--- src/rtl/uart_rx_frontend.sv ---
// uart_rx_frontend: oversampling 8N1 UART receiver with show-ahead byte FIFO; define UART_RX_PARITY_EN for 8E1 with parity_err
module uart_rx_frontend #(
  parameter int CLK_HZ = 50000000,
  parameter int BAUD = 115200,
  parameter int OVERSAMPLE = 16,
  parameter int FIFO_DEPTH = 4
) (
  input  logic       clk,
  input  logic       rst,
  input  logic       rxd_in,
  output logic [7:0] rx_data,
  output logic       rx_valid,
  input  logic       rx_ready,
  output logic       frame_err,
`ifdef UART_RX_PARITY_EN
  output logic       parity_err,
`endif
  output logic       overrun_err
);
  localparam int DIV = (CLK_HZ + BAUD * OVERSAMPLE / 2) / (BAUD * OVERSAMPLE);
  localparam int CPT = DIV < 1 ? 1 : DIV;
  localparam int CW = $clog2(CPT + 1);
  localparam int TW = $clog2(OVERSAMPLE);
  localparam int AW = $clog2(FIFO_DEPTH);
  localparam int NW = AW + 1;
`ifdef UART_RX_PARITY_EN
  typedef enum logic [2:0] {IDLE, START, DATA, PARITY, STOP, WAIT_HIGH} state_t;
`else
  typedef enum logic [2:0] {IDLE, START, DATA, STOP, WAIT_HIGH} state_t;
`endif
  state_t state;
  logic rxd_m, rxd_s;
  logic [CW-1:0] cnt;
  logic [TW-1:0] ti;
  logic [2:0] bit_idx;
  logic [7:0] shreg;
  logic v0, v1, v2;
  logic push;
  logic tick, bit_end, vote, vote_now, hold;
  logic [7:0] mem [FIFO_DEPTH];
  logic [AW-1:0] wr_ptr, rd_ptr;
  logic [NW-1:0] count;
  logic pop, full, accept;
`ifdef UART_RX_PARITY_EN
  logic par_bad;
`endif
  // two-flop synchroniser on the asynchronous line, idling high
  always_ff @(posedge clk) {rxd_s, rxd_m} <= rst ? 2'b11 : {rxd_m, rxd_in};
  // tick strobes, bit votes and FIFO handshake decode
  always_comb begin
    hold = state == IDLE || state == WAIT_HIGH;
    tick = cnt == CW'(CPT - 1);
    bit_end = tick && ti == TW'(OVERSAMPLE - 1);
    vote = (v0 & v1) | (v0 & v2) | (v1 & v2);
    vote_now = (v0 & v1) | (v0 & rxd_s) | (v1 & rxd_s);
    rx_valid = count != '0;
    rx_data = mem[rd_ptr];
    pop = rx_valid && rx_ready;
    full = count[AW];
    accept = push && (!full || pop);
  end
  // receive state machine: tick timing, mid-bit voting, framing and byte hand-off
  always_ff @(posedge clk) begin
    if (rst) begin
      state <= IDLE;
      cnt <= '0;
      ti <= '0;
      bit_idx <= '0;
      shreg <= '0;
      {v0, v1, v2} <= 3'b111;
      push <= 1'b0;
      frame_err <= 1'b0;
`ifdef UART_RX_PARITY_EN
      par_bad <= 1'b0;
      parity_err <= 1'b0;
`endif
    end else begin
      push <= 1'b0;
      frame_err <= 1'b0;
`ifdef UART_RX_PARITY_EN
      parity_err <= 1'b0;
`endif
      cnt <= (hold || tick) ? '0 : cnt + CW'(1);
      if (hold) ti <= '0;
      else if (tick) ti <= bit_end ? '0 : ti + TW'(1);
      if (tick && ti == TW'(OVERSAMPLE / 2 - 1)) v0 <= rxd_s;
      if (tick && ti == TW'(OVERSAMPLE / 2)) v1 <= rxd_s;
      if (tick && ti == TW'(OVERSAMPLE / 2 + 1)) v2 <= rxd_s;
      case (state)
        IDLE: if (!rxd_s) state <= START;
        START: if (bit_end) begin
          state <= vote ? IDLE : DATA;
          bit_idx <= '0;
        end
        DATA: if (bit_end) begin
          shreg <= {vote, shreg[7:1]};
          bit_idx <= bit_idx + 3'd1;
`ifdef UART_RX_PARITY_EN
          if (bit_idx == 3'd7) state <= PARITY;
`else
          if (bit_idx == 3'd7) state <= STOP;
`endif
        end
`ifdef UART_RX_PARITY_EN
        PARITY: if (bit_end) begin
          par_bad <= vote ^ (^shreg);
          state <= STOP;
        end
        STOP: if (tick && ti == TW'(OVERSAMPLE / 2 + 1)) begin
          push <= vote_now && !par_bad;
          frame_err <= !vote_now;
          parity_err <= par_bad;
          state <= vote_now ? IDLE : WAIT_HIGH;
        end
`else
        STOP: if (tick && ti == TW'(OVERSAMPLE / 2 + 1)) begin
          push <= vote_now;
          frame_err <= !vote_now;
          state <= vote_now ? IDLE : WAIT_HIGH;
        end
`endif
        WAIT_HIGH: if (rxd_s) state <= IDLE;
        default: state <= IDLE;
      endcase
    end
  end
  // show-ahead byte FIFO; a full FIFO still takes a byte when the head leaves in the same cycle
  always_ff @(posedge clk) begin
    if (rst) begin
      wr_ptr <= '0;
      rd_ptr <= '0;
      count <= '0;
      overrun_err <= 1'b0;
      for (int i = 0; i < FIFO_DEPTH; i++) mem[i] <= '0;
    end else begin
      if (accept) begin
        mem[wr_ptr] <= shreg;
        wr_ptr <= wr_ptr + AW'(1);
      end
      if (pop) rd_ptr <= rd_ptr + AW'(1);
      count <= count + NW'(accept) - NW'(pop);
      overrun_err <= push && full && !pop;
    end
  end
endmodule

--- config.mk ---
export PLATFORM = sky130hd
export DESIGN_NAME = uart_rx_frontend
export DESIGN_NICKNAME = d
export VERILOG_FILES = /design/src/rtl/uart_rx_frontend.sv
export SDC_FILE = /design/constraint.sdc
export NUM_CORES = 1
export LEC_CHECK = 0
export BUFFER_PORTS_ARGS = -buffer_cell sky130_fd_sc_hd__buf_2
export CORE_MARGIN = 3
export CORE_UTILIZATION = 45
export CTS_CLUSTER_DIAMETER = 40
export DETAILED_ROUTE_END_ITERATION = 8
export GPL_ROUTABILITY_DRIVEN = 0
export GPL_TIMING_DRIVEN = 0
export HOLD_SLACK_MARGIN = 0.02
export SYNTH_ARGS = -nofsm -noshare
export SYNTH_HDL_FRONTEND = slang
export SYNTH_SLANG_ARGS = --single-unit
--- constraint.sdc ---
create_clock -name clk -period 2.5 [get_ports clk]
set_input_delay 0.125 -clock clk [delete_from_list [all_inputs] [get_ports clk]]
set_output_delay 0.125 -clock clk [all_outputs]
set_load 0.05 [all_outputs]
; ---- Yosys cells after proc, flatten, opt, wreduce, memory -nomap -nowiden
; Memories as Yosys holds them, arrays and structs flattened. A register that Yosys moved wholly into a read port is not among the register bits.
; Index checks and enable logic that the tools add are counted.
[totals]
ff_bits = 38
word_cells = 98
mem_count = 1
out_inout_bits = 11
mem_bits_rw = 32
[classes]
mux = 23
reduce_logical = 24
eq_ne = 16
add_sub_neg = 7
n_bitwise = 11
[memory_table]
columns = memory, words, width, rd, rd_clocked_by_memory_dff, wr, line_no
row1 = mem, 4, 8, 1, 1, 4, 40  ; logic [7:0] mem [FIFO_DEPTH];
[op_table]
columns = operator, n
row1 = 3-bit 2-to-1 mux, 9
row2 = 3-bit case mux with 5 select lines, 1
row3 = "4-bit equality test, second input constant", 3
row4 = "2-bit != test, second input constant", 6
row5 = 1-bit logical AND, 8
row6 = 2-bit 2-to-1 mux, 4
row7 = 8-bit 2-to-1 mux, 1
row8 = 8-bit OR reduction, 1
row9 = "3-bit by 2-bit equality test with 1-bit output, second input constant", 2
row10 = "3-bit equality test, second input constant", 2
row11 = 1-bit 2-to-1 mux, 6
row12 = 3-bit case mux with 2 select lines, 1
row13 = 6-bit AND reduction, 1
row14 = "5-bit by 1-bit adder with 5-bit output, second input constant", 1
row15 = 1-bit bitwise AND, 5
row16 = "5-bit equality test, second input constant", 1
row17 = "2-bit by 1-bit adder with 2-bit output, second input constant", 2
row18 = "4-bit by 1-bit adder with 4-bit output, second input constant", 1
row19 = "4-bit by 3-bit equality test with 1-bit output, second input constant", 1
row20 = 4-bit 2-to-1 mux, 1
row21 = 1-bit OR, 4
row22 = 2-bit OR reduction, 2
row23 = 3-bit by 1-bit adder with 3-bit output, 1
row24 = "3-bit by 1-bit adder with 3-bit output, second input constant", 1
row25 = other kinds (11), 16

; ---- Logic depth before layout (Yosys ltp)
[depth]
word_depth = 9
depth_mapped = 9
depth_no_buf = 8

; ---- Worst setup path after synthesis
; No wires, ideal clock.
[synth_path]
path_type = reg-to-reg
from = register count[2]
to = register count[2]
path_slack_ns = -0.008
t_required_ns = 2.372
synth_period_minus_slack_ns = 2.508
arrival_ns = 2.381
path_buffers = 1
stages_incl_launch_ff = 10
setup_time_ns = 0.128
path_cell_list = dfxtp_1 or3_1 clkbuf_1 xor2_1 a22o_1 ha_1 fa_1 xnor2_1 xnor2_1 nor2_1
[synth_between]
elab_chain_len = 6
elab_cells_between_ends = 7
[synth_rtl]
columns = item, line_no
row1 = start: declaration, 42  ; logic [NW-1:0] count;
row2 = start signal: assignment, 141  ; count <= count + NW'(accept) - NW'(pop);
row3 = 3-bit nonzero test *, 56  ; rx_valid = count != '0;
row4 = net rx_valid, 12  ; output logic rx_valid,
row5 = 1-bit logical AND *, 58  ; pop = rx_valid && rx_ready;
row6 = 1-bit logical OR, 60  ; accept = push && (!full || pop);
row7 = 1-bit logical AND, 60
row8 = 3-bit by 1-bit adder with 3-bit output, 141
row9 = 3-bit by 1-bit subtractor with 3-bit output *, 141
; The timed path passes the listed nets; every way through them passes the cells marked *.
; A chain may end at the register's enable or synchronous reset.

==> results.py <==
metrics = {
    "status": {
        "status": "complete, no violations",
    },
    "synthesis": {
        "yosys_register_bits": 72,
        "syn_area_sq_mm": 0.003223,
        "syn_inst": 274,
        "synth_top_family_by_area": "simple AND/OR/NAND/NOR gates",
        "ys_warn_count": 0,
        "synthSimpleGateAreaFrac_pct": 19.57,
        "synth-xor-area-share_pct": 3.533,
        "syn-num-nets": 287,
        "ys_types": 42,
        "ys.flop_type": "dfxtp_1",
        "yosys.area_share.adder_pct": 4.348,
        "synth-async-reset-ratio_pct": 0,
        "postSynthAreaPerCell_sq_um": 11.76,
        "muxShareOfSynthArea_pct": 9.006,
        "ys_seq_area_share_pct": 54.66,
        "synth-compound-area-share_pct": 5.202,
        "synth_edf_count": 32,
    },
    "sta": {
        "clock_skew_ns": 0.01108,
        "tightestPinTransition_ns": 1.058,
        "fin_crit_ns": 2.303,
        "setup_viol": 0,
        "relSlewSlack_pct": 29.29,
        "rsz0062_at_grt": "false",
        "maxSlewViolCount": 0,
        "fin_crit_sh_pct": 92.13,
        "finalHoldViolations": 0,
        "clock.fmax_mhz": 434.2,
        "setup_tns_ns": 0,
        "layout_setup_ws_ns": 0.1968,
    },
    "final_layout": {
        "synthToLayoutAreaGrowth_pct": 13.98,
        "diodes": 0,
        "drive_gt1_share_pct": 19.67,
        "fill_cells": 616,
        "nNetsFinal": 313,
        "final_cells": 401,
    },
    "detailed_routing": {
        "drc": 0,
        "vias": 1949,
        "vias_per_cell": 4.860,
        "wl_per_cell_um": 13.64,
        "initialDrtViolationCount": 84,
        "drt_wl_total_um": 5471,
        "ant_nets": 0,
        "firstDrtPassIters": 4,
    },
    "grt": {
        "gr-total-overflow": 0,
        "grt_max_degree": 14,
        "antenna_found_initial": 0,
        "grt_pass1_vias": 1897,
        "gr-usage-all-layers_pct": 14.55,
        "grt_pass1_wl_um": 9321,
    },
    "placed_design": {
        "hpwl_um": 3825,
        "portBuffers": 14,
        "place_ws_ns": 0.2079,
        "dp.cells": 384,
    },
    "pwr": {
        "p_per_area_mw_per_mm2": 853.0,
        "p_leak_uw": 0.001351,
        "p_total_uw": 3134,
        "ir_drop_mv": 0.2999,
    },
    "floorplanning": {
        "fp-row-count": 30,
        "die_w_um": 90.63,
        "design.core.area_sq_mm": 0.006869,
        "io_pins": 15,
        "start_util_pct": 46.92,
        "design.die.area_sq_mm": 0.008214,
        "fp.dieH_um": 90.63,
    },
    "clock_tree": {
        "postCtsSetupRepairBufs": 0,
        "insertion_delay_ns": 0.34,
        "tritoncts": "done",
        "cts_buffers": 9,
        "clock-root-buffer": "clkbuf_8",
        "clockBufferDepth": 2,
        "clk_pin_slew_ns": 0.08,
        "cts_sinks": 72,
        "htreeDepth": 3,
    },
    "critical_path": {
        "cp-end-kind": "flip-flop",
        "crit_fanout": 9,
        "crit_slowest_cell": "nor3b_1",
        "cp_cell_sequence": "nand2b_1 -> nand3b_1 -> nor3b_1 -> or2_2",
        "required_ns": 2.52,
        "critPathLaunchType": "flip-flop",
        "arrival_ns": 2.33,
        "path_class": "flip-flop to flip-flop",
        "cpPeakStageDelay_ns": 0.89,
    },
    "flow_run": {
        "cap_violations": 0,
    },
    "min_path": {
        "min_path_type": "input pin to flip-flop",
    },
}
-- critical path: cells and delay by family (launching register included) --
family | cells | cell delay, ns
and+or+nand+nor | 4 | 1.63
DFF | 1 | 0.35
-- what timing repair did --
item	in CTS	in global routing
resized for setup	0	1
hold buffers	1	0
endpoints found under the hold margin	1	0
setup endpoints to repair	0	8
-- sequential cells by signal (all words and copies together), names as in the netlist, 2 cells and up, named ones only --
signal	flops
bit_idx	3
rd_ptr	2
shreg	8
wr_ptr	2
count	3
state	3
cnt	5
mem	32
ti	4
-- report_power, final --
part	internal, uW	switching, uW
Sequential	1300	34.6
Clock	662	439
Combinational	270	430
-- routing by layer --
metal | track usage, % | vias up | wire (um)
li1 | - | 1010 | -
met1 | 19.48 | 913 | 2714
met2 | 22.61 | 19 | 2523
met3 | 3.000 | 7 | 143
met4 | 6.888 | 0 | 89
met5 | 0 | - | 0
-- layout make-up --
class / instances / area, sq um / area share, %
Clock buffer: 9 / 123.9 / 3.372
Inverter: 9 / 33.78 / 0.9196
Multi-Input combinational cell: 179 / 1348 / 36.68
Sequential cell: 72 / 1762 / 47.96
Buffer: 14 / 86.33 / 2.350
Tap cell: 96 / 120.1 / 3.270
Clock inverter: 7 / 120.1 / 3.270
Timing Repair Buffer: 15 / 80.08 / 2.180
-- cell usage in the layout, fill, tap and decap left out, drive strengths merged, types with 3 or more instances in the layout --
| master | instances |
|---|---|
| nor3b | 3 |
| dfxtp | 40 |
| clkbuf | 14 |
| bufinv | 3 |
| or2 | 7 |
| xnor2 | 3 |
| nand2b | 5 |
| nand2 | 11 |
| o21ai | 6 |
| edfxtp | 32 |
| nor2 | 27 |
| nand4b | 3 |
| a21oi | 8 |
| a211o | 4 |
| mux2i | 8 |
| inv | 9 |
| buf | 23 |
| nand3 | 6 |
| ha | 8 |
| xor2 | 10 |
| nor2b | 4 |
| mux4 | 8 |
| clkinvlp | 4 |
| nor3 | 5 |
| and2 | 33 |
-- through the flow --
step	cell area, sq um	hold slack [ns]	util (%)
2_1_floorplan	3224	0.2288	-
3_3_place_gp	3415	0.3372	49.71
3_5_place_dp	3415	0.3332	49.71
4_1_cts	3669	0.1748	53.41
5_1_grt	3674	0.2056	53.48
6_report	3674	0.1855	53.48
-- path summary, 6_finish.rpt --
| kind | cells after the start | slack (ns) | from | to |
|---|---|---|---|---|
| worst max-delay path | 4 | 0.20 | count[2] | mem[2][5] |
| worst min-delay path | 4 | 0.19 | rx_ready | flip-flop |
| worst max register to register | 4 | 0.20 | count[2] | mem[2][5] |
| worst min register to register | 1 | 0.43 | rxd_m | rxd_s |
-- synth_stat cells, types with 2 or more instances --
master,n,area (sq um)
o21ai_0,6,30.03
nand2b_1,5,31.28
buf_6,3,33.78
or2_2,7,43.79
nor3_1,5,25.02
inv_1,9,33.78
xor2_1,10,87.58
buf_1,2,7.510
mux2i_1,8,80.08
maj3_1,2,20.02
nand4b_1,3,26.28
buf_2,2,10.01
a211o_1,4,35.03
nand3b_1,2,15.01
nor3b_1,3,22.52
nor2_1,27,101.4
mux2_4,2,30.03
edfxtp_1,32,960.9
mux4_2,8,180.2
o32ai_1,2,17.52
clkbuf_1,5,18.77
xnor2_1,3,26.28
a21oi_1,8,40.04
nor2b_1,4,25.02
ha_1,8,100.1
and2_1,33,206.5
buf_4,2,15.01
dfxtp_1,40,800.8
nand2_1,11,41.29
nand3_1,6,30.03
-- cells by family (layout without fill, tap and decap cells) --
kind of cell	Yosys count	in the layout
DFF	72	72
xor gates and xnor gates	13	13
adders and majority gates	11	11
buffers and inverters	23	54
muxes	18	18
AOI/OAI and AO/OA	25	25
and+or+nand+nor	112	112
Note: power is estimated with default switching activity, not from simulation.
